File: config.mk
export PLATFORM = sky130hd
export DESIGN_NAME = pipe_ctrl
export DESIGN_NICKNAME = d
export VERILOG_FILES = /design/src/rtl/pipe_ctrl_pkg.sv /design/src/rtl/mem_wait_fsm.sv /design/src/rtl/pipe_ctrl.sv
export SDC_FILE = /design/constraint.sdc
export NUM_CORES = 1
export LEC_CHECK = 0
export CAP_MARGIN = 30
export CORE_ASPECT_RATIO = 1.75
export CORE_MARGIN = 5
export CORE_UTILIZATION = 55
export DETAILED_ROUTE_END_ITERATION = 12
export GPL_TIMING_DRIVEN = 0
export PLACE_DENSITY = 0.84
export SLEW_MARGIN = 10
export SYNTH_ARGS = -nofsm -noshare
export SYNTH_HDL_FRONTEND = slang
export SYNTH_SLANG_ARGS = --single-unit
File: constraint.sdc
create_clock -name clk -period 5.5 [get_ports clk]
set_input_delay 1.1 -clock clk [delete_from_list [all_inputs] [get_ports clk]]
set_output_delay 1.1 -clock clk [all_outputs]
set_load 0.01 [all_outputs]
File: src/rtl/pipe_ctrl_pkg.sv
// Shared types and defaults for the pipeline stall/flush controller.
package pipe_ctrl_pkg;

    typedef enum logic [1:0] {
        ST_IDLE = 2'd0,
        ST_WAIT = 2'd1,
        ST_DONE = 2'd2
    } mem_state_e;

    localparam int unsigned WAIT_CYCLES_DEF = 3;
    localparam int unsigned CNT_W_DEF       = 16;
    localparam int unsigned WCNT_W          = 4;

endpackage

File: src/rtl/mem_wait_fsm.sv
// MEM-stage wait-state sequencer: IDLE -> WAIT (WAIT_CYCLES cycles) -> DONE.
module mem_wait_fsm
    import pipe_ctrl_pkg::*;
#(
    parameter int unsigned WAIT_CYCLES = WAIT_CYCLES_DEF
) (
    input  logic clk,
    input  logic rst_n,
    input  logic mem_req,
    output logic mem_busy,
    output logic mem_done
);

    mem_state_e        state_q, state_d;
    logic [WCNT_W-1:0] wcnt_q, wcnt_d;

    always_ff @(posedge clk or negedge rst_n) begin
        if (!rst_n) begin
            state_q <= ST_IDLE;
            wcnt_q  <= '0;
        end else begin
            state_q <= state_d;
            wcnt_q  <= wcnt_d;
        end
    end

    // DONE ignores mem_req: the finishing instruction is still sitting in MEM.
    always_comb begin
        state_d  = state_q;
        wcnt_d   = wcnt_q;
        mem_busy = 1'b0;
        mem_done = 1'b0;
        case (state_q)
            ST_IDLE: begin
                if (mem_req) begin
                    mem_busy = rst_n;
                    state_d  = ST_WAIT;
                    wcnt_d   = WCNT_W'(WAIT_CYCLES - 1);
                end
            end
            ST_WAIT: begin
                mem_busy = rst_n;
                if (wcnt_q == '0) begin
                    state_d = ST_DONE;
                end else begin
                    wcnt_d = wcnt_q - WCNT_W'(1);
                end
            end
            ST_DONE: begin
                mem_done = rst_n;
                state_d  = ST_IDLE;
            end
            default: begin
                state_d = ST_IDLE;
                wcnt_d  = '0;
            end
        endcase
    end

endmodule

File: src/rtl/pipe_ctrl.sv
// Pipeline hazard controller: memory stall > branch flush > RAW bubble, plus
// saturating stall/flush performance counters.
module pipe_ctrl
    import pipe_ctrl_pkg::*;
#(
    parameter int unsigned WAIT_CYCLES = WAIT_CYCLES_DEF,
    parameter int unsigned CNT_W       = CNT_W_DEF
) (
    input  logic             clk,
    input  logic             rst_n,
    input  logic             hazard,
    input  logic             branch_taken,
    input  logic             mem_req,
    input  logic             clr_stats,
    output logic             freeze_pc,
    output logic             freeze_back,
    output logic             flush_if,
    output logic             bubble_id,
    output logic             mem_done,
    output logic [CNT_W-1:0] stall_cnt,
    output logic [CNT_W-1:0] flush_cnt
);

    localparam logic [CNT_W-1:0] CNT_MAX = '1;

    logic             mem_busy;
    logic [CNT_W-1:0] stall_q, stall_d;
    logic [CNT_W-1:0] flush_q, flush_d;

    mem_wait_fsm #(
        .WAIT_CYCLES (WAIT_CYCLES)
    ) u_mem_wait_fsm (
        .clk      (clk),
        .rst_n    (rst_n),
        .mem_req  (mem_req),
        .mem_busy (mem_busy),
        .mem_done (mem_done)
    );

    // Zero-latency control; everything held low while reset is asserted.
    always_comb begin
        freeze_pc   = 1'b0;
        freeze_back = 1'b0;
        flush_if    = 1'b0;
        bubble_id   = 1'b0;
        if (rst_n) begin
            if (mem_busy) begin
                freeze_pc   = 1'b1;
                freeze_back = 1'b1;
            end else if (branch_taken) begin
                flush_if  = 1'b1;
                bubble_id = 1'b1;
            end else if (hazard) begin
                freeze_pc = 1'b1;
                bubble_id = 1'b1;
            end
        end
    end

    always_comb begin
        stall_d = stall_q;
        flush_d = flush_q;
        if (clr_stats) begin
            stall_d = '0;
            flush_d = '0;
        end else begin
            if (freeze_pc && (stall_q != CNT_MAX)) stall_d = stall_q + CNT_W'(1);
            if (flush_if && (flush_q != CNT_MAX))  flush_d = flush_q + CNT_W'(1);
        end
    end

    always_ff @(posedge clk or negedge rst_n) begin
        if (!rst_n) begin
            stall_q <= '0;
            flush_q <= '0;
        end else begin
            stall_q <= stall_d;
            flush_q <= flush_d;
        end
    end

    assign stall_cnt = stall_q;
    assign flush_cnt = flush_q;

endmodule
==> results of run 1 <==
-- sequential cells by signal (all words and copies together) (netlist names) --
register,count
flush_cnt,16
stall_cnt,16
u_mem_wait_fsm.state_q,2
u_mem_wait_fsm.wcnt_q,4
-- synthesized netlist by cell type (all sizes together) --
| master | instances |
|---|---|
| or3b | 1 |
| nand2 | 16 |
| o21ba | 1 |
| a211oi | 2 |
| o2111a | 1 |
| or4bb | 1 |
| nand4 | 7 |
| or4 | 10 |
| nor3 | 5 |
| a21oi | 21 |
| a2bb2oi | 1 |
| dfrtp | 38 |
| or3 | 4 |
| buf | 2 |
| mux2 | 14 |
| o21bai | 1 |
| clkbuf | 8 |
| and2 | 2 |
| mux2i | 1 |
| o31ai | 9 |
| o21ai | 8 |
| o2111ai | 2 |
| ha | 4 |
| or2b | 1 |
| a21boi | 1 |
| o21a | 1 |
| a311oi | 3 |
| a2111oi | 2 |
| o211a | 1 |
| o211ai | 1 |
| nand3 | 13 |
| and3b | 1 |
| o41ai | 2 |
| o31a | 1 |
| nor4bb | 2 |
| o22ai | 1 |
| nor2 | 23 |
| nor2b | 13 |
| o311ai | 2 |
| inv | 9 |
| and3 | 3 |
| and4 | 2 |
| nor4 | 9 |
-- layer usage --
| metal | track usage | share of wire | up-vias |
|---|---|---|---|
| met1 | 0.265 | 0.38 | 1081 |
| li1 | - | - | 1053 |
| met2 | 0.420 | 0.55 | 71 |
| met3 | 0.0352 | 0.047 | 11 |
| met5 | 0 | 0 | - |
| met4 | 0.104 | 0.019 | 0 |
-- how the worst min path moves through the flow --
stage | end | cells after the start
global placement | u_mem_wait_fsm.wcnt_q[0] | 2
detailed placement | u_mem_wait_fsm.wcnt_q[0] | 2
global route | u_mem_wait_fsm.wcnt_q[0] | 2
floorplan | u_mem_wait_fsm.wcnt_q[0] | 2
CTS | u_mem_wait_fsm.wcnt_q[0] | 2
finish | u_mem_wait_fsm.wcnt_q[0] | 2
-- layout make-up --
type	count	share of cell area
plain buffers	10	0.0161
clock buffers	6	0.0286
clock inverters	2	0.00434
inverters	9	0.0117
multi-input cells	193	0.436
flip-flops and latches	38	0.330
well taps	49	0.0213
repair buffers	44	0.153
-- power by group --
group          internal, uW  switching, uW
logic                   110            110
clock network           101            105
registers               305           29.3
total                   516            244
-- cell families (layout without fill, tap and decap cells) --
| logic type | count (synthesis) | in the layout | synth area share |
|---|---|---|---|
| simple gates | 113 | 113 | 0.272 |
| compound gates | 61 | 61 | 0.182 |
| flops | 38 | 38 | 0.416 |
| buf+inv | 19 | 71 | 0.0350 |
| mux | 15 | 15 | 0.0733 |
| fa+ha+maj | 4 | 4 | 0.0219 |
-- through the flow --
step                utilization  power (uW)  cells  area [um^2]  hold slack [ns]
floorplan                     -         483    250         2290            0.463
global placement          0.680         549    341         2770            0.482
detailed placement        0.684         560    342         2780            0.496
CTS                       0.707         765    350         2880            0.515
global route              0.708         807    351         2880            0.566
finish                    0.708         760    351         2880            0.524
-- cells in the final DEF (no fill, tap or decap), drive strengths merged, types with 3 or more instances in the layout --
cell	n
or3	4
a311oi	3
ha	4
clkbuf	15
nand3	13
nand2	16
clkdlybuf4s50	41
nand4	7
buf	4
a21oi	21
and3	3
nor4	9
dfrtp	38
o21ai	8
o31ai	9
nor2b	13
or4	10
nor3	5
mux2	14
inv	9
nor2	23
-- worst reg2reg max path, cell delays in order (launching register included) --
cell and delay (ns):
dfrtp_1 0.45, ha_1 0.24, nand4_1 0.17, nor4_1 0.61, clkbuf_1 0.39, or3b_2 0.20, a21oi_1 0.05
==> flow_metrics.env, run 1 <==
export IMPL_status="complete, no violations"
export IMPL_clkTransAtPathRegs_ns=0.08
export IMPL_gp_congestion=0.831
export IMPL_numCtsBuffers=5
export IMPL_required_ns=4.40
export IMPL_path_depth=5
export IMPL_reg2reg_to="flush_cnt[1]"
export IMPL_worst_path_max_delay_cell="clkdlybuf4s50_1"
export IMPL_clock_sinks=38
export IMPL_yosys_warnings=0
export IMPL_core_region_area_um2=4070
export IMPL_finalSetupTns_ns=0
export IMPL_arrival_ns=2.92
export IMPL_grt_overflow=0
export IMPL_initial_core_util=0.562
export IMPL_setup_viol=0
export IMPL_timing_final_ws_setup_ns=1.48
export IMPL_drive_above_1_share=0.0960
export IMPL_io_buffers=42
export IMPL_drc=0
export IMPL_ios=43
export IMPL_wl_per_cell_um=16.9
export IMPL_fin_nets=311
export IMPL_die_h_um=95.3
export IMPL_synth_avg_cell_area_um2=9.15
export IMPL_rrSetupSlack_ns=3.25
export IMPL_drv_cap=0
export IMPL_grt_pass1_vias=2235
export IMPL_hold_buffers=0
export IMPL_finalHoldViolCount=0
export IMPL_max_slew_margin=0.490
export IMPL_crit_path_end_kind="output pin"
export IMPL_final_max_slew_viol_count=0
export IMPL_leakage_uw=0.00112
export IMPL_critical_path_max_fanout=7
export IMPL_cpLargestDelayFamily="buffers and inverters"
export IMPL_crit_chain="clkdlybuf4s50_1 > o21ba_4 > o21ai_0 > inv_1 > clkdlybuf4s50_1"
export IMPL_synth_seq_area_share=0.416
export IMPL_grt_use_total=0.234
export IMPL_grt_max_degree=27
export IMPL_avgViaCountPerCell=6.31
export IMPL_synthToLayoutAreaGrowth_pct=26.1
export IMPL_ff2ff_path_depth=6
export IMPL_r2r_start="flush_cnt[0]"
export IMPL_rows=31
export IMPL_fillers=323
export IMPL_wirelength_um=5920
export IMPL_yosysUniqueCellTypes=44
export IMPL_worstMarginPinSlew_ns=0.758
export IMPL_drt_antenna_violating_nets=0
export IMPL_vias=2216
export IMPL_synth_top_area_cell="dfrtp_1"
export IMPL_power_density_nw_per_um2=264
export IMPL_clockBufferDepth=2
export IMPL_place_ws_ns=1.50
export IMPL_firstDrtPassIters=4
export IMPL_hpwl_um=4420
export IMPL_crit_path_start_kind="input port"
export IMPL_period_needed_ns=4.02
export IMPL_grt_pass1_wl_um=10200
export IMPL_grt_setup_unrepaired="no"
export IMPL_antenna_cells=0
export IMPL_postCtsResizedCells=0
export IMPL_critPathKind="input port to output pin"
export IMPL_dieArea_um2=5600
export IMPL_cts_tree="yes"
export IMPL_syn_area_um2=2290
export IMPL_critical_path_max_stage_delay_ns=0.51
export IMPL_ir_drop_v=0.000203
export IMPL_clkLatencyLatePin_ns=0.30
export IMPL_cts_max_level=2
export IMPL_syn_nets=260
export IMPL_path_common_cell="clkdlybuf4s50_1"
export IMPL_crit_buf_inv=3
export IMPL_postCtsSetupBuffers=0
export IMPL_antenna_found_initial=0
export IMPL_crit_path_start="mem_req"
export IMPL_synth_top_cell_area_share=0.416
export IMPL_endpoint="freeze_pc"
export IMPL_hold_class="flip-flop to flip-flop"
export IMPL_cts_root_buf="clkbuf_8"
export IMPL_ys_ff_latch=38
export IMPL_max_freq_ghz=0.248
export IMPL_fin_crit_sh=0.732
export IMPL_synth_cells=250
export IMPL_worst_hold_startpoint="u_mem_wait_fsm.wcnt_q[0]"
export IMPL_multi_input_area_um2=1260
export IMPL_die_w_um=58.7
export IMPL_skew_ns=0.00681
export IMPL_regArea_um2=951
export IMPL_yosys_top_cells_area="dfrtp_1 42%, mux2_2 6.9%, a21oi_1 4.6%"
export IMPL_drtIter0Drc=100
No activity file was read; power rests on OpenSTA's default activity.
==> run 2: changes to the inputs <==
--- a/config.mk
+++ b/config.mk
@@ -8,10 +8,10 @@
 export CAP_MARGIN = 30
 export CORE_ASPECT_RATIO = 1.75
 export CORE_MARGIN = 5
-export CORE_UTILIZATION = 55
+export CORE_UTILIZATION = 47
 export DETAILED_ROUTE_END_ITERATION = 12
 export GPL_TIMING_DRIVEN = 0
-export PLACE_DENSITY = 0.84
+export PLACE_DENSITY = 0.76
 export SLEW_MARGIN = 10
 export SYNTH_ARGS = -nofsm -noshare
 export SYNTH_HDL_FRONTEND = slang
==> constraint.sdc (replaced) <==
create_clock -name clk -period 3.6 [get_ports clk]
set_input_delay 0.72 -clock clk [delete_from_list [all_inputs] [get_ports clk]]
set_output_delay 0.72 -clock clk [all_outputs]
set_load 0.01 [all_outputs]
==> run 2 against run 1 <==
  * First-iteration DRC count down 36%
  * Final cell count increased by 0.85%
  * Register-to-register slack got worse by 2.0 ns
  * Core utilization down 9.0 points
  * Hold slack got worse by 0.20 ns
  * Sequential power up 52%
  * Largest cell class unchanged
  * Flip-flop and latch count is the same
  * Critical path type unchanged
  * Critical endpoint is now flush_if
  * Highest routed layer unchanged
==> flow_metrics.env, run 2 (synthesis gave the netlist of run 1 again) <==
export IMPL_clkTransAtPathRegs_ns=0.08
export IMPL_critical_path_max_fanout=20
export IMPL_crit_path_start="rst_n"
export IMPL_crit_path_end_kind="output pin"
export IMPL_final_max_slew_viol_count=0
export IMPL_setup_viol=0
export IMPL_worst_path_max_delay_cell="clkdlybuf4s50_1"
export IMPL_leakage_uw=0.00113
export IMPL_grt_pass1_vias=2206
export IMPL_critical_path_max_stage_delay_ns=0.53
export IMPL_gp_congestion=0.853
export IMPL_grt_use_total=0.199
export IMPL_skew_ns=0.0106
export IMPL_postCtsSetupBuffers=0
export IMPL_synthToLayoutAreaGrowth_pct=27.3
export IMPL_power_frac_clock=0.300
export IMPL_p_comb_frac=0.279
export IMPL_power_density_nw_per_um2=416
export IMPL_drt_antenna_violating_nets=0
export IMPL_status="complete, no violations"
export IMPL_die_h_um=102
export IMPL_final_core_util=0.619
export IMPL_hpwl_um=4500
export IMPL_ios=43
export IMPL_firstDrtPassIters=4
export IMPL_p_int_uw=839
export IMPL_cpLargestDelayFamily="buffers and inverters"
export IMPL_cts_max_level=2
export IMPL_finalHoldViolCount=0
export IMPL_final_common_cell="clkdlybuf4s50_1"
export IMPL_avgViaCountPerCell=6.17
export IMPL_drive_above_1_share=0.0960
export IMPL_core_region_area_um2=4710
export IMPL_period_needed_ns=3.32
export IMPL_die_w_um=62.7
export IMPL_io_buffers=42
export IMPL_worstMarginPinSlew_ns=0.747
export IMPL_ff2ff_path_depth=6
export IMPL_crit_path_start_kind="input port"
export IMPL_initial_core_util=0.486
export IMPL_mostFrequentLayoutCells="41 x clkdlybuf4s50_1, 38 x dfrtp_1, 23 x nor2_1"
export IMPL_grt_pass1_wl_um=10400
export IMPL_p_sw_uw=373
export IMPL_clockBufferDepth=2
export IMPL_drtIter0Drc=64
export IMPL_grt_overflow=0
export IMPL_wl_per_cell_um=16.9
export IMPL_antenna_cells=0
export IMPL_grt_max_degree=21
export IMPL_max_slew_margin=0.497
export IMPL_dieArea_um2=6420
export IMPL_fillers=434
export IMPL_path_common_cell="clkbuf_1"
export IMPL_clkLatencyLatePin_ns=0.30
export IMPL_clock_sinks=38
export IMPL_crit_buf_inv=6
export IMPL_wirelength_um=5990
export IMPL_cts_tree="yes"
export IMPL_grt_setup_unrepaired="no"
export IMPL_max_freq_ghz=0.301
export IMPL_antenna_found_initial=0
export IMPL_swShare=0.308
export IMPL_cts_root_buf="clkbuf_8"
export IMPL_fin_crit_sh=0.923
export IMPL_vias=2184
export IMPL_hold_class="input port to async pin"
export IMPL_rrSetupSlack_ns=1.28
export IMPL_ir_drop_v=0.000309
export IMPL_r2r_start="flush_cnt[0]"
export IMPL_drc=0
export IMPL_numCtsBuffers=5
export IMPL_fin_nets=311
export IMPL_rows=33
export IMPL_hold_slack_ns=0.324
export IMPL_critPathKind="input port to output pin"
export IMPL_reg2reg_to="flush_cnt[6]"
export IMPL_drv_cap=0
export IMPL_crit_chain="clkbuf_4 > buf_16 > clkbuf_1 > nand3_1 > clkbuf_1 > inv_1 > clkdlybuf4s50_1"
export IMPL_p_seq_frac=0.421
export IMPL_arrival_ns=2.60
export IMPL_required_ns=2.88
-- run 2: cell count changes in the layout (fill, tap and decap cells not counted) --
cell | before | now
buf_12 | 1 | 0
buf_16 | 0 | 1
buf_2 | 2 | 1
bufinv_16 | 0 | 1
clkbuf_4 | 0 | 1
clkbuf_8 | 6 | 5
clkinv_2 | 1 | 2
clkinvlp_4 | 1 | 0
-- run 2: routing by layer --
| layer | GRT usage | vias to the layer above | share of wire |
|---|---|---|---|
| met4 | 0.0850 | 0 | 0.016 |
| met2 | 0.370 | 62 | 0.55 |
| met5 | 0 | - | 0 |
| met1 | 0.223 | 1063 | 0.40 |
| met3 | 0.0319 | 7 | 0.038 |
| li1 | - | 1052 | - |
-- run 2: power groups by stage --
| stage | logic [uW] | registers [uW] | clock network [uW] |
|---|---|---|---|
| final | 338 | 510 | 364 |
| after global routing | 378 | 521 | 389 |
| after CTS | 343 | 511 | 374 |
| after detailed placement | 341 | 519 | 0 |
| after global placement | 323 | 517 | 0 |
| after floorplan | 228 | 510 | 0 |
-- run 2: how the worst max path moves through the flow --
| stage | end | cells after the start |
|---|---|---|
| final | flush_if | 7 |
| after global routing | flush_if | 7 |
| after CTS | flush_if | 7 |
| after detailed placement | flush_if | 7 |
| after global placement | flush_if | 6 |
| after floorplan | flush_cnt[12] | 6 |
-- run 2: timing repair --
| item | in CTS | in global routing |
|---|---|---|
| setup endpoints to repair | 0 | 2 |
| resized for setup | 0 | 1 |
| endpoints found under the hold margin | 0 | 0 |
| hold buffers | 0 | 0 |
-- run 2: metrics by stage --
stage               area [um^2]  instances  setup WS [ns]  TNS (ns)  total power, uW
floorplan                  2290        250           1.35         0              738
global placement           2770        344          -1.04    -16.67              840
detailed placement         2800        345          0.109         0              860
CTS                        2900        353          0.118         0             1230
global route               2910        354         0.0955         0             1290
finish                     2910        354          0.278         0             1210
-- run 2: area by class of cell --
| cell class | count | area, um^2 | share of cell area |
|---|---|---|---|
| multi-input cells | 193 | 1260 | 0.431 |
| flip-flops and latches | 38 | 951 | 0.327 |
| repair buffers | 44 | 450 | 0.155 |
| clock buffers | 5 | 68.8 | 0.0236 |
| well taps | 52 | 65.1 | 0.0223 |
| plain buffers | 10 | 46.3 | 0.0159 |
| clock inverters | 3 | 40.0 | 0.0138 |
| inverters | 9 | 33.8 | 0.0116 |
==> run 3: changes to the inputs <==
--- a/config.mk
+++ b/config.mk
@@ -5,13 +5,16 @@
 export SDC_FILE = /design/constraint.sdc
 export NUM_CORES = 1
 export LEC_CHECK = 0
+export ABC_AREA = 1
 export CAP_MARGIN = 30
 export CORE_ASPECT_RATIO = 1.75
 export CORE_MARGIN = 5
-export CORE_UTILIZATION = 47
+export CORE_UTILIZATION = 48
 export DETAILED_ROUTE_END_ITERATION = 12
 export GPL_TIMING_DRIVEN = 0
-export PLACE_DENSITY = 0.76
+export PLACE_DENSITY = 0.77
+export SETUP_SLACK_MARGIN = 0.2
+export SKIP_CTS_REPAIR_TIMING = 1
 export SLEW_MARGIN = 10
 export SYNTH_ARGS = -nofsm -noshare
 export SYNTH_HDL_FRONTEND = slang
==> run 3 against run 2 <==
  * Clock skew fell by 0.0038 ns
  * Flip-flop and latch count did not move
  * Final cell count rose by 28%
  * Area after synthesis rose by 5.9%
  * Highest routed layer unchanged
  * Sequential power barely moved
==> flow_metrics.env, run 3 <==
export IMPL_synthSimpleGateAreaFrac=0.440
export IMPL_status="complete, no violations"
export IMPL_leakage_uw=0.00145
export IMPL_hold_slack_ns=0.316
export IMPL_use_met1=0.203
export IMPL_synth_top_flop_cell="dfrtp_1"
export IMPL_yosysMostFrequentCell="nand2_1"
export IMPL_antenna_cells=0
export IMPL_ys_ff_latch=38
export IMPL_max_freq_ghz=0.349
export IMPL_dieArea_um2=6620
export IMPL_rows=34
export IMPL_critPathKind="input port to output pin"
export IMPL_r2r_start="stall_cnt[0]"
export IMPL_synthAdderAreaFrac=0.0207
export IMPL_clkTransAtPathRegs_ns=0.08
export IMPL_grt_setup_unrepaired="no"
export IMPL_drive_above_1_share=0.0729
export IMPL_crit_path_start_kind="input port"
export IMPL_fillers=468
export IMPL_top_usage_layer="met2"
export IMPL_wl_per_cell_um=14.3
export IMPL_synth_top_area_cell="dfrtp_1"
export IMPL_crit_path_start="mem_req"
export IMPL_critical_path_max_fanout=4
export IMPL_grt_pass1_wl_um=10700
export IMPL_skew_ns=0.00686
export IMPL_ios=43
export IMPL_synth_compound_area_frac=0.0372
export IMPL_yosys_top_cells_area="dfrtp_1 39%, nand2_1 20%, nor2_1 7.3%"
export IMPL_die_w_um=63.7
export IMPL_synthXorXnorAreaFrac=0.0398
export IMPL_io_buffers=42
export IMPL_finalInstanceArea_um2=3030
export IMPL_finalHoldViolCount=0
export IMPL_grt_overflow=0
export IMPL_clockBufferDepth=2
export IMPL_detailed_place_area_um2=2920
export IMPL_mostFrequentLayoutCells="131 x nand2_1, 47 x nor2_1, 41 x clkdlybuf4s50_1"
export IMPL_rrSetupSlack_ns=1.72
export IMPL_ff2ff_path_depth=9
export IMPL_final_common_cell="nand2_1"
export IMPL_cts_root_buf="clkbuf_8"
export IMPL_use_met2=0.376
export IMPL_clock_sinks=38
export IMPL_synth_cells=347
export IMPL_hpwl_um=4900
export IMPL_yosys_mux_area_fraction=0
export IMPL_arrival_ns=2.14
export IMPL_gp_congestion=0.912
export IMPL_clkLatencyLatePin_ns=0.29
export IMPL_wirelength_um=6450
export IMPL_syn_nets=357
export IMPL_power_density_nw_per_um2=408
export IMPL_period_needed_ns=2.86
export IMPL_cts_tree="yes"
export IMPL_crit_path_end_kind="output pin"
export IMPL_grt_pass1_vias=2380
export IMPL_avgViaCountPerCell=5.36
export IMPL_worstMarginPinSlew_ns=0.586
export IMPL_fin_crit_sh=0.795
export IMPL_core_region_area_um2=4930
export IMPL_final_max_slew_viol_count=0
export IMPL_drv_cap=0
export IMPL_hold_class="input port to async pin"
export IMPL_synthToLayoutAreaGrowth_pct=25.3
export IMPL_firstDrtPassIters=4
export IMPL_drtIter0Drc=168
export IMPL_cts_max_level=2
export IMPL_drc=0
export IMPL_numCtsBuffers=5
export IMPL_yosysUniqueCellTypes=28
export IMPL_ir_drop_v=0.000337
export IMPL_drt_antenna_violating_nets=0
export IMPL_required_ns=2.88
export IMPL_vias=2422
export IMPL_max_slew_margin=0.609
export IMPL_reg2reg_to="stall_cnt[15]"
export IMPL_grt_max_degree=32
export IMPL_synth_edf_count=0
export IMPL_synth_top_cell_area_share=0.393
export IMPL_yosys_warnings=0
export IMPL_endpoint="freeze_pc"
export IMPL_synthArstFlopShare=1.00
export IMPL_synthTopCellsByCount="131 x nand2_1, 47 x nor2_1, 38 x dfrtp_1"
export IMPL_synth_seq_area_share=0.393
export IMPL_synth_avg_cell_area_um2=6.98
export IMPL_synth_top_family_by_area="simple AND/OR/NAND/NOR gates"
export IMPL_use_met3=0.0281
export IMPL_initial_core_util=0.491
export IMPL_setup_viol=0
export IMPL_fin_nets=407
export IMPL_die_h_um=104
export IMPL_syn_area_um2=2420
export IMPL_grt_use_total=0.198
export IMPL_antenna_found_initial=0
## run 3: cell count changes after synthesis, moves of 6 or more
cell      delta
xor2_1       +9
o31ai_1      -9
a21oi_1     -21
nand3_1      +7
nor4_1       -9
nor2_1      +24
clkbuf_1     -6
inv_1       +21
nor2b_1     -13
mux2_2      -14
nand2_1    +115
or4_1       -10
nand4_1     +20
## run 3: power breakdown
part | switching (uW) | internal, uW
registers | 40.6 | 467
logic | 223 | 143
clock network | 160 | 204
total | 424 | 814
## run 3: worst max-delay path, stage by stage
cell and delay, ns:
clkdlybuf4s50_1 0.46, nor2_1 0.05, nor2_1 0.14, nand2_1 0.08, nand2_1 0.14, clkdlybuf4s50_1 0.56
## run 3: cell type report
class | count | area (um^2) | share of cell area
inverter | 32 | 120 | 0.0396
multi-input combinational | 270 | 1300 | 0.429
sequential | 38 | 951 | 0.314
buffer | 7 | 47.5 | 0.0157
clock inverter | 3 | 40.0 | 0.0132
timing repair buffer | 43 | 435 | 0.144
tap | 54 | 67.6 | 0.0223
clock buffer | 5 | 68.8 | 0.0227
## run 3: worst min path at each step
stage                     depth (start not counted)  slack (ns)                      from                        to
after floorplan                                   0        0.42                     rst_n              flush_cnt[0]
after global placement                            2        0.50  u_mem_wait_fsm.wcnt_q[0]  u_mem_wait_fsm.wcnt_q[0]
after detailed placement                          2        0.53  u_mem_wait_fsm.wcnt_q[0]  u_mem_wait_fsm.wcnt_q[0]
after CTS                                         1        0.32                     rst_n              flush_cnt[1]
after global routing                              1        0.32                     rst_n              flush_cnt[0]
final                                             1        0.32                     rst_n              flush_cnt[1]
## run 3: per-layer routing
layer	wire length [um]	part of all wire
met5	0	0
met4	194	0.030
met3	250	0.039
met2	3530	0.55
met1	2470	0.38
## run 3: cells by family after synthesis
group                      count (synthesis)
AOI/OAI and AO/OA                         14
xor gates and xnor gates                  11
adders and majority gates                  4
buffers and inverters                     39
DFF                                       38
and+or+nand+nor                          241
## run 3: stage by stage
step | setup slack (ns) | TNS, ns | instances | util | total power, uW
floorplan | 1.72 | 0 | 347 | - | 746
global placement | -0.712 | -8.71 | 443 | 0.590 | 866
detailed placement | 0.729 | 0 | 444 | 0.593 | 880
CTS | 0.725 | 0 | 452 | 0.615 | 1250
global route | 0.631 | 0 | 452 | 0.615 | 1320
finish | 0.737 | 0 | 452 | 0.615 | 1240
